## config.mk

```make
export PLATFORM = sky130hd
export DESIGN_NAME = rf_write_arbiter
export DESIGN_NICKNAME = d
export VERILOG_FILES = /design/src/rtl/rf_write_arbiter_pkg.sv /design/src/rtl/rf_write_arbiter_scoreboard.sv /design/src/rtl/rf_write_arbiter.sv
export SDC_FILE = /design/constraint.sdc
export NUM_CORES = 1
export LEC_CHECK = 0
export CORE_MARGIN = 1.5
export CORE_UTILIZATION = 31
export DETAILED_ROUTE_END_ITERATION = 16
export GPL_ROUTABILITY_DRIVEN = 0
export PLACE_DENSITY = 0.91
export RECOVER_POWER = 25
export SLEW_MARGIN = 20
export SYNTH_ARGS = -nofsm -noshare
export SYNTH_HDL_FRONTEND = slang
export SYNTH_SLANG_ARGS = --single-unit
```

## constraint.sdc

```tcl
create_clock -name clk -period 2.2 [get_ports clk]
set_input_delay 0.22 -clock clk [delete_from_list [all_inputs] [get_ports clk]]
set_output_delay 0.22 -clock clk [all_outputs]
set_load 0.02 [all_outputs]
```

## src/rtl/rf_write_arbiter_pkg.sv

```systemverilog
// Shared widths and requester ids for the register-file write-port arbiter.
package rf_write_arbiter_pkg;

  localparam int N_REG_ADDR = 5;
  localparam int N_REG      = 32;
  localparam int N_DATA     = 32;

  typedef enum logic [1:0] {
    REQ_NONE = 2'd0,
    REQ_PIPE = 2'd1,
    REQ_LSU  = 2'd2,
    REQ_DBG  = 2'd3
  } req_id_t;

endpackage

```

## src/rtl/rf_write_arbiter_scoreboard.sv

```systemverilog
// Busy bitmap of registers with outstanding lsu writes; updates next edge, no backpressure.
// Clear applies before set so an issue to the same register wins; x0 never marked busy.
module rf_write_arbiter_scoreboard #(
  parameter int N_REG_ADDR = 5,
  parameter int N_REG      = 32
) (
  input  logic                  clk,
  input  logic                  rst,
  input  logic                  clr_en,
  input  logic [N_REG_ADDR-1:0] clr_addr,
  input  logic                  set_en,
  input  logic [N_REG_ADDR-1:0] set_addr,
  output logic [N_REG-1:0]      busy
);

  logic [N_REG-1:0] busy_nxt;

  always_comb begin
    busy_nxt = busy;
    for (int i = 1; i < N_REG; i++) begin
      if (clr_en && clr_addr == N_REG_ADDR'(i)) busy_nxt[i] = 1'b0;
      if (set_en && set_addr == N_REG_ADDR'(i)) busy_nxt[i] = 1'b1;
    end
    busy_nxt[0] = 1'b0;
  end

  always_ff @(posedge clk or posedge rst) begin
    if (rst) busy <= '0;
    else     busy <= busy_nxt;
  end

endmodule

```

## src/rtl/rf_write_arbiter.sv

```systemverilog
// Arbitrates pipe/lsu/dbg onto RF write port 3 combinationally (write lands same edge).
// Pipe has no ready: it is stalled only when a long-refused lsu write is forced through.
module rf_write_arbiter #(
  parameter int N_REG_ADDR = rf_write_arbiter_pkg::N_REG_ADDR,
  parameter int N_REG      = rf_write_arbiter_pkg::N_REG,
  parameter int N_DATA     = rf_write_arbiter_pkg::N_DATA,
  parameter int MAX_WAIT   = 4
) (
  input  logic                  clk,
  input  logic                  rst,
  input  logic                  pipe_valid,
  input  logic [N_REG_ADDR-1:0] pipe_addr,
  input  logic [N_DATA-1:0]     pipe_data,
  output logic                  pipe_stall,
  input  logic                  lsu_issue_valid,
  input  logic [N_REG_ADDR-1:0] lsu_issue_addr,
  input  logic                  lsu_valid,
  input  logic [N_REG_ADDR-1:0] lsu_addr,
  input  logic [N_DATA-1:0]     lsu_data,
  output logic                  lsu_ready,
  input  logic                  dbg_valid,
  input  logic [N_REG_ADDR-1:0] dbg_addr,
  input  logic [N_DATA-1:0]     dbg_data,
  output logic                  dbg_ready,
  output logic                  rf_we,
  output logic [N_REG_ADDR-1:0] rf_addr,
  output logic [N_DATA-1:0]     rf_data,
  output logic [N_REG-1:0]      busy
);

  import rf_write_arbiter_pkg::*;

  localparam int                CNT_W   = $clog2(MAX_WAIT + 1);
  localparam logic [CNT_W-1:0]  CNT_MAX = CNT_W'(MAX_WAIT);

  logic [CNT_W-1:0] wait_cnt;
  logic             force_lsu;
  req_id_t          grant;

  // Outputs are gated by rst so they drop the instant reset asserts.
  always_comb begin
    force_lsu = !rst && lsu_valid && (wait_cnt == CNT_MAX);
    grant     = REQ_NONE;
    if (rst)             grant = REQ_NONE;
    else if (force_lsu)  grant = REQ_LSU;
    else if (pipe_valid) grant = REQ_PIPE;
    else if (lsu_valid)  grant = REQ_LSU;
    else if (dbg_valid)  grant = REQ_DBG;
  end

  always_comb begin
    rf_addr = '0;
    rf_data = '0;
    case (grant)
      REQ_PIPE: begin rf_addr = pipe_addr; rf_data = pipe_data; end
      REQ_LSU:  begin rf_addr = lsu_addr;  rf_data = lsu_data;  end
      REQ_DBG:  begin rf_addr = dbg_addr;  rf_data = dbg_data;  end
      default:  ;
    endcase
  end

  assign pipe_stall = force_lsu && pipe_valid;
  assign lsu_ready  = (grant == REQ_LSU);
  assign dbg_ready  = (grant == REQ_DBG);
  assign rf_we      = (grant != REQ_NONE) && (rf_addr != '0);

  always_ff @(posedge clk or posedge rst) begin
    if (rst)                                  wait_cnt <= '0;
    else if (lsu_ready)                       wait_cnt <= '0;
    else if (lsu_valid && wait_cnt != CNT_MAX) wait_cnt <= wait_cnt + 1'b1;
  end

  rf_write_arbiter_scoreboard #(
    .N_REG_ADDR (N_REG_ADDR),
    .N_REG      (N_REG)
  ) u_scoreboard (
    .clk      (clk),
    .rst      (rst),
    .clr_en   (lsu_ready),
    .clr_addr (lsu_addr),
    .set_en   (lsu_issue_valid),
    .set_addr (lsu_issue_addr),
    .busy     (busy)
  );

endmodule

```

==> impl_metrics.csv, run 1 <==
group,metric,value,unit
synth,yosys.area.top_type,"dfrtp_1",
clock_tree,h-tree-depth,2,
global_routing,antenna_found_initial,0,
sta,period_needed,2.619,ns
setup_path,cp.required,1.98,ns
sta,maxSlewHeadroom,44.88,%
die,fp-row-count,30,
setup_path,startpoint,"wait_cnt[0]",
synth,yosys.area.top_type_share,39.95,%
placed_design,placed_area,4295,µm²
global_routing,grt_pass1_wl,15980,µm
synth,ys_seq_area_share,39.95,%
detailed_routing,route.detailed.drc,0,
synth,syn_avg_cell_area,8.587,µm²
setup_path,start_kind,"flip-flop",
setup_path,end_kind,"output port",
sta,setup_viol,31,
sta,fmax,0.3819,GHz
sta,worst_slew_pin_slew,0.8267,ns
detailed_routing,drt-initial-drc-count,367,
clock_tree,cts_tree,"built",
clock_tree,cts.reportedPaths.clkPinSlew,0.07,ns
synth,synth.cell_area,2130,µm²
finish,fin_nets,594,
setup_path,crit_path_frequent_cell,"buf_6",
sta,hold_viol,0,
setup_path,r2r_cells,8,
synth,yosysWarnings,0,
clock_tree,clock_sinks,34,
setup_path,ff2ff_setup_slack,0.10,ns
flow_run,drv_cap,0,
setup_path,max_stage_delay,0.52,ns
placed_design,port_buffers,193,
global_routing,gr-total-overflow,0,
setup_path,r2r-end,"u_scoreboard.busy[30]",
detailed_routing,viasPerCell,5.639,
placed_design,place_ws,-0.6843,ns
sta,timing.final.crit_share,119.0,%
hold_path,hold_path_startpoint,"u_scoreboard.busy[13]",
setup_path,path_cells,"inv_2 > ha_4 > a21boi_4 > nor2_4 > buf_6 > a222oi_1 > inv_1 > or4_4 > buf_6",
status,violations,"setup timing",
synth,yosysMostFrequentCell,"o21ai_0",
synth,syn_nets,372,
synth,yosys-top-cells-area,"dfrtp_1 (40%), a222oi_1 (17%), o21ai_0 (15%), inv_1 (6.9%), nand2b_1 (2.9%)",
setup_path,slowest_stage,"or4_4",
synth,synthCells,248,
clock_tree,clk_latency,0.29,ns
finish,fin_area,4582,µm²
detailed_routing,antenna_left,0,
finish,multi_input_area,1121,µm²
setup_path,worstSetupEndpoint,"rf_we",
synth,ys_seq_elements,34,
synth,synth-async-reset-ratio,100.0,%
finish,seq_area,850.8,µm²
global_routing,grt_usage,27.99,%
detailed_routing,vias,3107,
global_routing,grt_pass1_vias,3138,
finish,fillCellCount,500,
status,outcome,"finished with violations",
finish,layout-drive-gt1-share,21.23,%
synth,synth_flop_cell,"dfrtp_1",
synth,synth_cell_types,31,
sta,slew_viol_final,0,
global_routing,grt_max_degree,37,
power_and_ir_drop,power.density,681.7,nW/µm²
sta,setup_tns,-5.278,ns
die,die_x,85.88,µm
sta,holdWs,0.5121,ns
die,core_region_area,6719,µm²
setup_path,arrival,2.40,ns
synth,synth_edf_count,0,
power_and_ir_drop,total_power,3.123,mW
sta,rsz0062_at_grt,"true",
die,ioPinCount,195,
detailed_routing,wl,10470,µm
synth,synth_common_cells,"o21ai_0 (62), inv_1 (39), a222oi_1 (36)",
sta,skew,0.008306,ns
setup_path,r2r_start,"wait_cnt[0]",
clock_tree,cts_hold_buf,0,
power_and_ir_drop,ir_worst_vdd,0.0002788,V
power_and_ir_drop,p_leak,2.027,nW
placed_design,hpwl,8166,µm
finish,insertedDiodeCount,0,
clock_tree,numCtsBuffers,5,
sta,finalWorstSetupSlack,-0.4186,ns
finish,syn_to_final_growth,115.2,%
die,dieArea,7375,µm²
die,die_y,85.88,µm
setup_path,path_max_fanout,6,
clock_tree,cts_buffer_depth,2,
clock_tree,cts-root-buf,"clkbuf_8",
hold_path,worstHoldPathType,"reg -> reg",
detailed_routing,dr.pass1.iters,14,
setup_path,crit_type,"reg -> out",
die,start_util,31.69,%
detailed_routing,wl_per_cell,18.99,µm
## worst min path at each step
| stage | depth (start not counted) | slack (ns) | to |
|---|---|---|---|
| 2_1_floorplan | 1 | 0.36 | u_scoreboard.busy[10] |
| 3_3_place_gp | 2 | 0.49 | u_scoreboard.busy[10] |
| 3_5_place_dp | 2 | 0.50 | u_scoreboard.busy[17] |
| 4_1_cts | 3 | 0.49 | u_scoreboard.busy[16] |
| 5_1_grt | 2 | 0.55 | u_scoreboard.busy[29] |
| 6_report | 2 | 0.51 | u_scoreboard.busy[13] |
## area by class of cell
class | instances | area share, %
repair buffers | 230 | 49.26
inverters | 39 | 3.195
well taps | 80 | 2.185
clock inverters | 1 | 0.6554
clock buffers | 7 | 1.666
flip-flops and latches | 34 | 18.57
multi-input cells | 160 | 24.47
## timing repair
item	CTS	global route
setup buffers	8	8
setup endpoints to repair	40	36
resized for setup	129	39
pin swaps	16	22
## per-stage QoR
step,utilization [%],instances
after global routing,68.19,551
after floorplan,-,248
final,68.19,551
after global placement,63.93,529
after CTS,67.34,545
after detailed placement,63.93,529
## registers in the layout, summed over array words and instances, names as in the netlist
name / flops
u_scoreboard.busy: 31
wait_cnt: 3
## cell families after synthesis
| family | share of synthesized area (%) |
|---|---|
| buffers and inverters | 10.11 |
| other | 0.1761 |
| adder cells (fa/ha/maj) | 1.175 |
| AO/OA/AOI/OAI | 32.84 |
| AND/OR/NAND/NOR | 15.33 |
| XOR/XNOR | 0.4114 |
| flip-flops | 39.95 |
## worst max-delay path, delay by kind of cell, from the launching register on
family                     cells  cell delay, ns
buffers and inverters          4            0.44
DFF                            1            0.36
adders and majority gates      1            0.18
AOI/OAI and AO/OA              2            0.53
and+or+nand+nor                2            0.60
## cells in the final DEF (no fill, tap or decap), types with 2 or more instances in the layout
cell,instances
a21oi_1,2
a222oi_1,36
buf_12,2
buf_2,3
buf_4,31
buf_6,11
clkbuf_1,2
clkbuf_2,3
clkbuf_8,5
clkdlybuf4s15_2,25
clkdlybuf4s50_1,152
dfrtp_1,34
dlygate4sd2_1,2
inv_1,35
inv_2,4
nand2_1,11
nand2b_1,10
nand3_1,4
nand4_1,2
nand4b_1,4
nor2_1,5
o21ai_0,57
o21ai_1,5
or2_2,4
or4_4,4
## report_power, final
part           internal, mW  switching (mW)
combinational         0.871           0.779
sequential            0.796           0.111
clock                 0.339           0.226
## metal layers
layer | vias up | GRT usage [%] | share of wire, %
li1 | 1389 | - | -
met1 | 1476 | 30.02 | 35
met2 | 210 | 51.83 | 53
met3 | 32 | 7.603 | 9.2
met4 | 0 | 11.14 | 3.3
met5 | - | 0 | 0
(Power assumes the default switching activity.)
==> inputs of run 2 (changes only) <==
Settings changed: CORE_UTILIZATION 31 to 28, PLACE_DENSITY 0.91 to 0.82.
Clock period 2.2 ns to 2.1 ns, I/O delays scaled along.
==> run 2 against run 1 <==
  * The flow still finishes with violations (setup timing)
  * First-iteration DRC count is 19% lower
  * Die area is 10% higher
  * Wire length is 3.6% lower
  * Critical path depth is 1 lower
  * Critical endpoint unchanged
==> impl_metrics.csv, run 2 (same netlist as run 1, synthesis figures left out) <==
group,metric,value,unit
flow_run,drv_cap,0,
finish,largest_register,"u_scoreboard.busy",
detailed_routing,dr.pass1.iters,8,
detailed_routing,route.detailed.drc,0,
hold_path,hold_path_startpoint,"lsu_valid",
sta,worst_slew_pin_slew,0.8141,ns
detailed_routing,antenna_left,0,
detailed_routing,wl_per_cell,17.88,µm
die,die_x,90.21,µm
sta,skew,0.006731,ns
setup_path,crit_type,"reg -> out",
die,fp-row-count,31,
status,outcome,"finished with violations",
die,dieArea,8138,µm²
setup_path,arrival,2.39,ns
power_and_ir_drop,power.density,707.1,nW/µm²
setup_path,end_kind,"output port",
setup_path,max_stage_delay,0.50,ns
sta,setup_viol,36,
clock_tree,clock_sinks,34,
setup_path,start_kind,"flip-flop",
sta,period_needed,2.605,ns
setup_path,r2r-end,"u_scoreboard.busy[7]",
setup_path,cp.required,1.89,ns
sta,finalWorstSetupSlack,-0.5048,ns
power_and_ir_drop,ir_worst_vdd,0.0002642,V
die,ioPinCount,195,
finish,largest_register_ffs,31,
sta,rsz0062_at_grt,"true",
finish,fin_cells,564,
power_and_ir_drop,total_power,3.081,mW
setup_path,worstSetupEndpoint,"rf_we",
placed_design,port_buffers,193,
clock_tree,cts-root-buf,"clkbuf_8",
power_and_ir_drop,comb_power_share,53.6,%
sta,slew_viol_final,0,
clock_tree,cts_tree,"built",
placed_design,place_ws,-0.6978,ns
sta,fmax,0.3839,GHz
clock_tree,cts.reportedPaths.clkPinSlew,0.07,ns
setup_path,path_max_fanout,6,
power_and_ir_drop,p_leak,2.000,nW
global_routing,grt_max_degree,35,
finish,insertedDiodeCount,0,
setup_path,r2r_cells,7,
die,core_region_area,7292,µm²
finish,fillCellCount,661,
die,die_y,90.21,µm
finish,final_common_cell,"clkdlybuf4s50_1",
power_and_ir_drop,seqPwrFrac,30.9,%
clock_tree,clk_latency,0.28,ns
power_and_ir_drop,power_frac_clock,15.5,%
finish,layout_common_cells,"clkdlybuf4s50_1 (150), o21ai_0 (62), a222oi_1 (36)",
sta,setup_tns,-5.640,ns
die,start_util,29.20,%
clock_tree,numCtsBuffers,5,
clock_tree,h-tree-depth,2,
placed_design,placed_area,4339,µm²
global_routing,grt_pass1_vias,3123,
global_routing,grt_pass1_wl,15730,µm
setup_path,r2r_start,"wait_cnt[1]",
global_routing,antenna_found_initial,0,
placed_design,hpwl,8202,µm
detailed_routing,viasPerCell,5.372,
finish,reg.largest.list,"u_scoreboard.busy: 31 flops, wait_cnt: 3 flops",
finish,layout-drive-gt1-share,20.43,%
sta,maxSlewHeadroom,45.73,%
global_routing,grt_usage,24.27,%
finish,fin_nets,588,
hold_path,worstHoldPathType,"in -> reg",
sta,hold_viol,0,
finish,syn_to_final_growth,104.6,%
finish,seq_area,850.8,µm²
sta,timing.final.crit_share,124.0,%
status,violations,"setup timing",
power_and_ir_drop,p_int,1.917,mW
detailed_routing,vias,3030,
global_routing,gr-total-overflow,0,
finish,fin_util,59.75,%
setup_path,ff2ff_setup_slack,0.20,ns
detailed_routing,drt-initial-drc-count,296,
finish,fin_area,4357,µm²
setup_path,slowest_stage,"or4_4",
power_and_ir_drop,p_sw,1.163,mW
clock_tree,cts_buffer_depth,2,
power_and_ir_drop,p_sw_share,37.77,%
placed_design,dp.cells,549,
setup_path,startpoint,"wait_cnt[1]",
sta,holdWs,0.4780,ns
finish,multi_input_area,1117,µm²
clock_tree,cts_hold_buf,0,
detailed_routing,wl,10090,µm
setup_path,path_cells,"inv_2 > ha_4 > a21boi_4 > nor2_4 > a222oi_1 > nand2_1 > or4_4 > buf_6",
run 2: final cells by class:
type / instances / area share [%]
multi-input combinational: 160 / 25.65
clock inverter: 3 / 0.4882
sequential: 34 / 19.53
timing repair buffer: 224 / 46.55
tap: 99 / 2.843
inverter: 39 / 3.360
clock buffer: 5 / 1.580
run 2: repair_timing:
item | in CTS | in global routing
endpoints found under the hold margin | 0 | 0
pin swaps | 37 | 7
endpoints found under the setup margin | 41 | 39
gates resized for setup | 175 | 8
buffers inserted | 11 | 2
run 2: worst min-delay path by stage:
stage	to	slack, ns	depth (start not counted)
3_3_place_gp	u_scoreboard.busy[5]	0.49	2
4_1_cts	u_scoreboard.busy[14]	0.42	3
2_1_floorplan	u_scoreboard.busy[10]	0.35	1
5_1_grt	wait_cnt[1]	0.48	3
6_report	wait_cnt[1]	0.48	3
3_5_place_dp	u_scoreboard.busy[24]	0.50	2
run 2: power groups by stage:
stage | clock (mW) | combinational (mW) | sequential [mW]
after detailed placement | 0 | 1.61 | 0.959
after global placement | 0 | 1.57 | 0.947
final | 0.478 | 1.65 | 0.953
after global routing | 0.514 | 1.75 | 0.974
after CTS | 0.484 | 1.64 | 0.945
after floorplan | 0 | 0.517 | 1.13
run 2: routing by layer:
metal | share of wire [%] | vias to the layer above | wire [µm] | track usage [%]
met5 | 0 | - | 0 | 0
met2 | 56 | 184 | 5607 | 47.92
met3 | 8.2 | 15 | 826 | 5.838
li1 | - | 1371 | - | -
met4 | 1.8 | 0 | 177 | 6.746
met1 | 34 | 1460 | 3475 | 24.99
run 2: worst max-delay path: cells and delay by family, from the launching register on:
| kind | cells | cell delay [ns] |
|---|---|---|
| AOI/OAI and AO/OA | 2 | 0.62 |
| adders and majority gates | 1 | 0.18 |
| and+or+nand+nor | 3 | 0.70 |
| buffers and inverters | 2 | 0.22 |
| DFF | 1 | 0.40 |
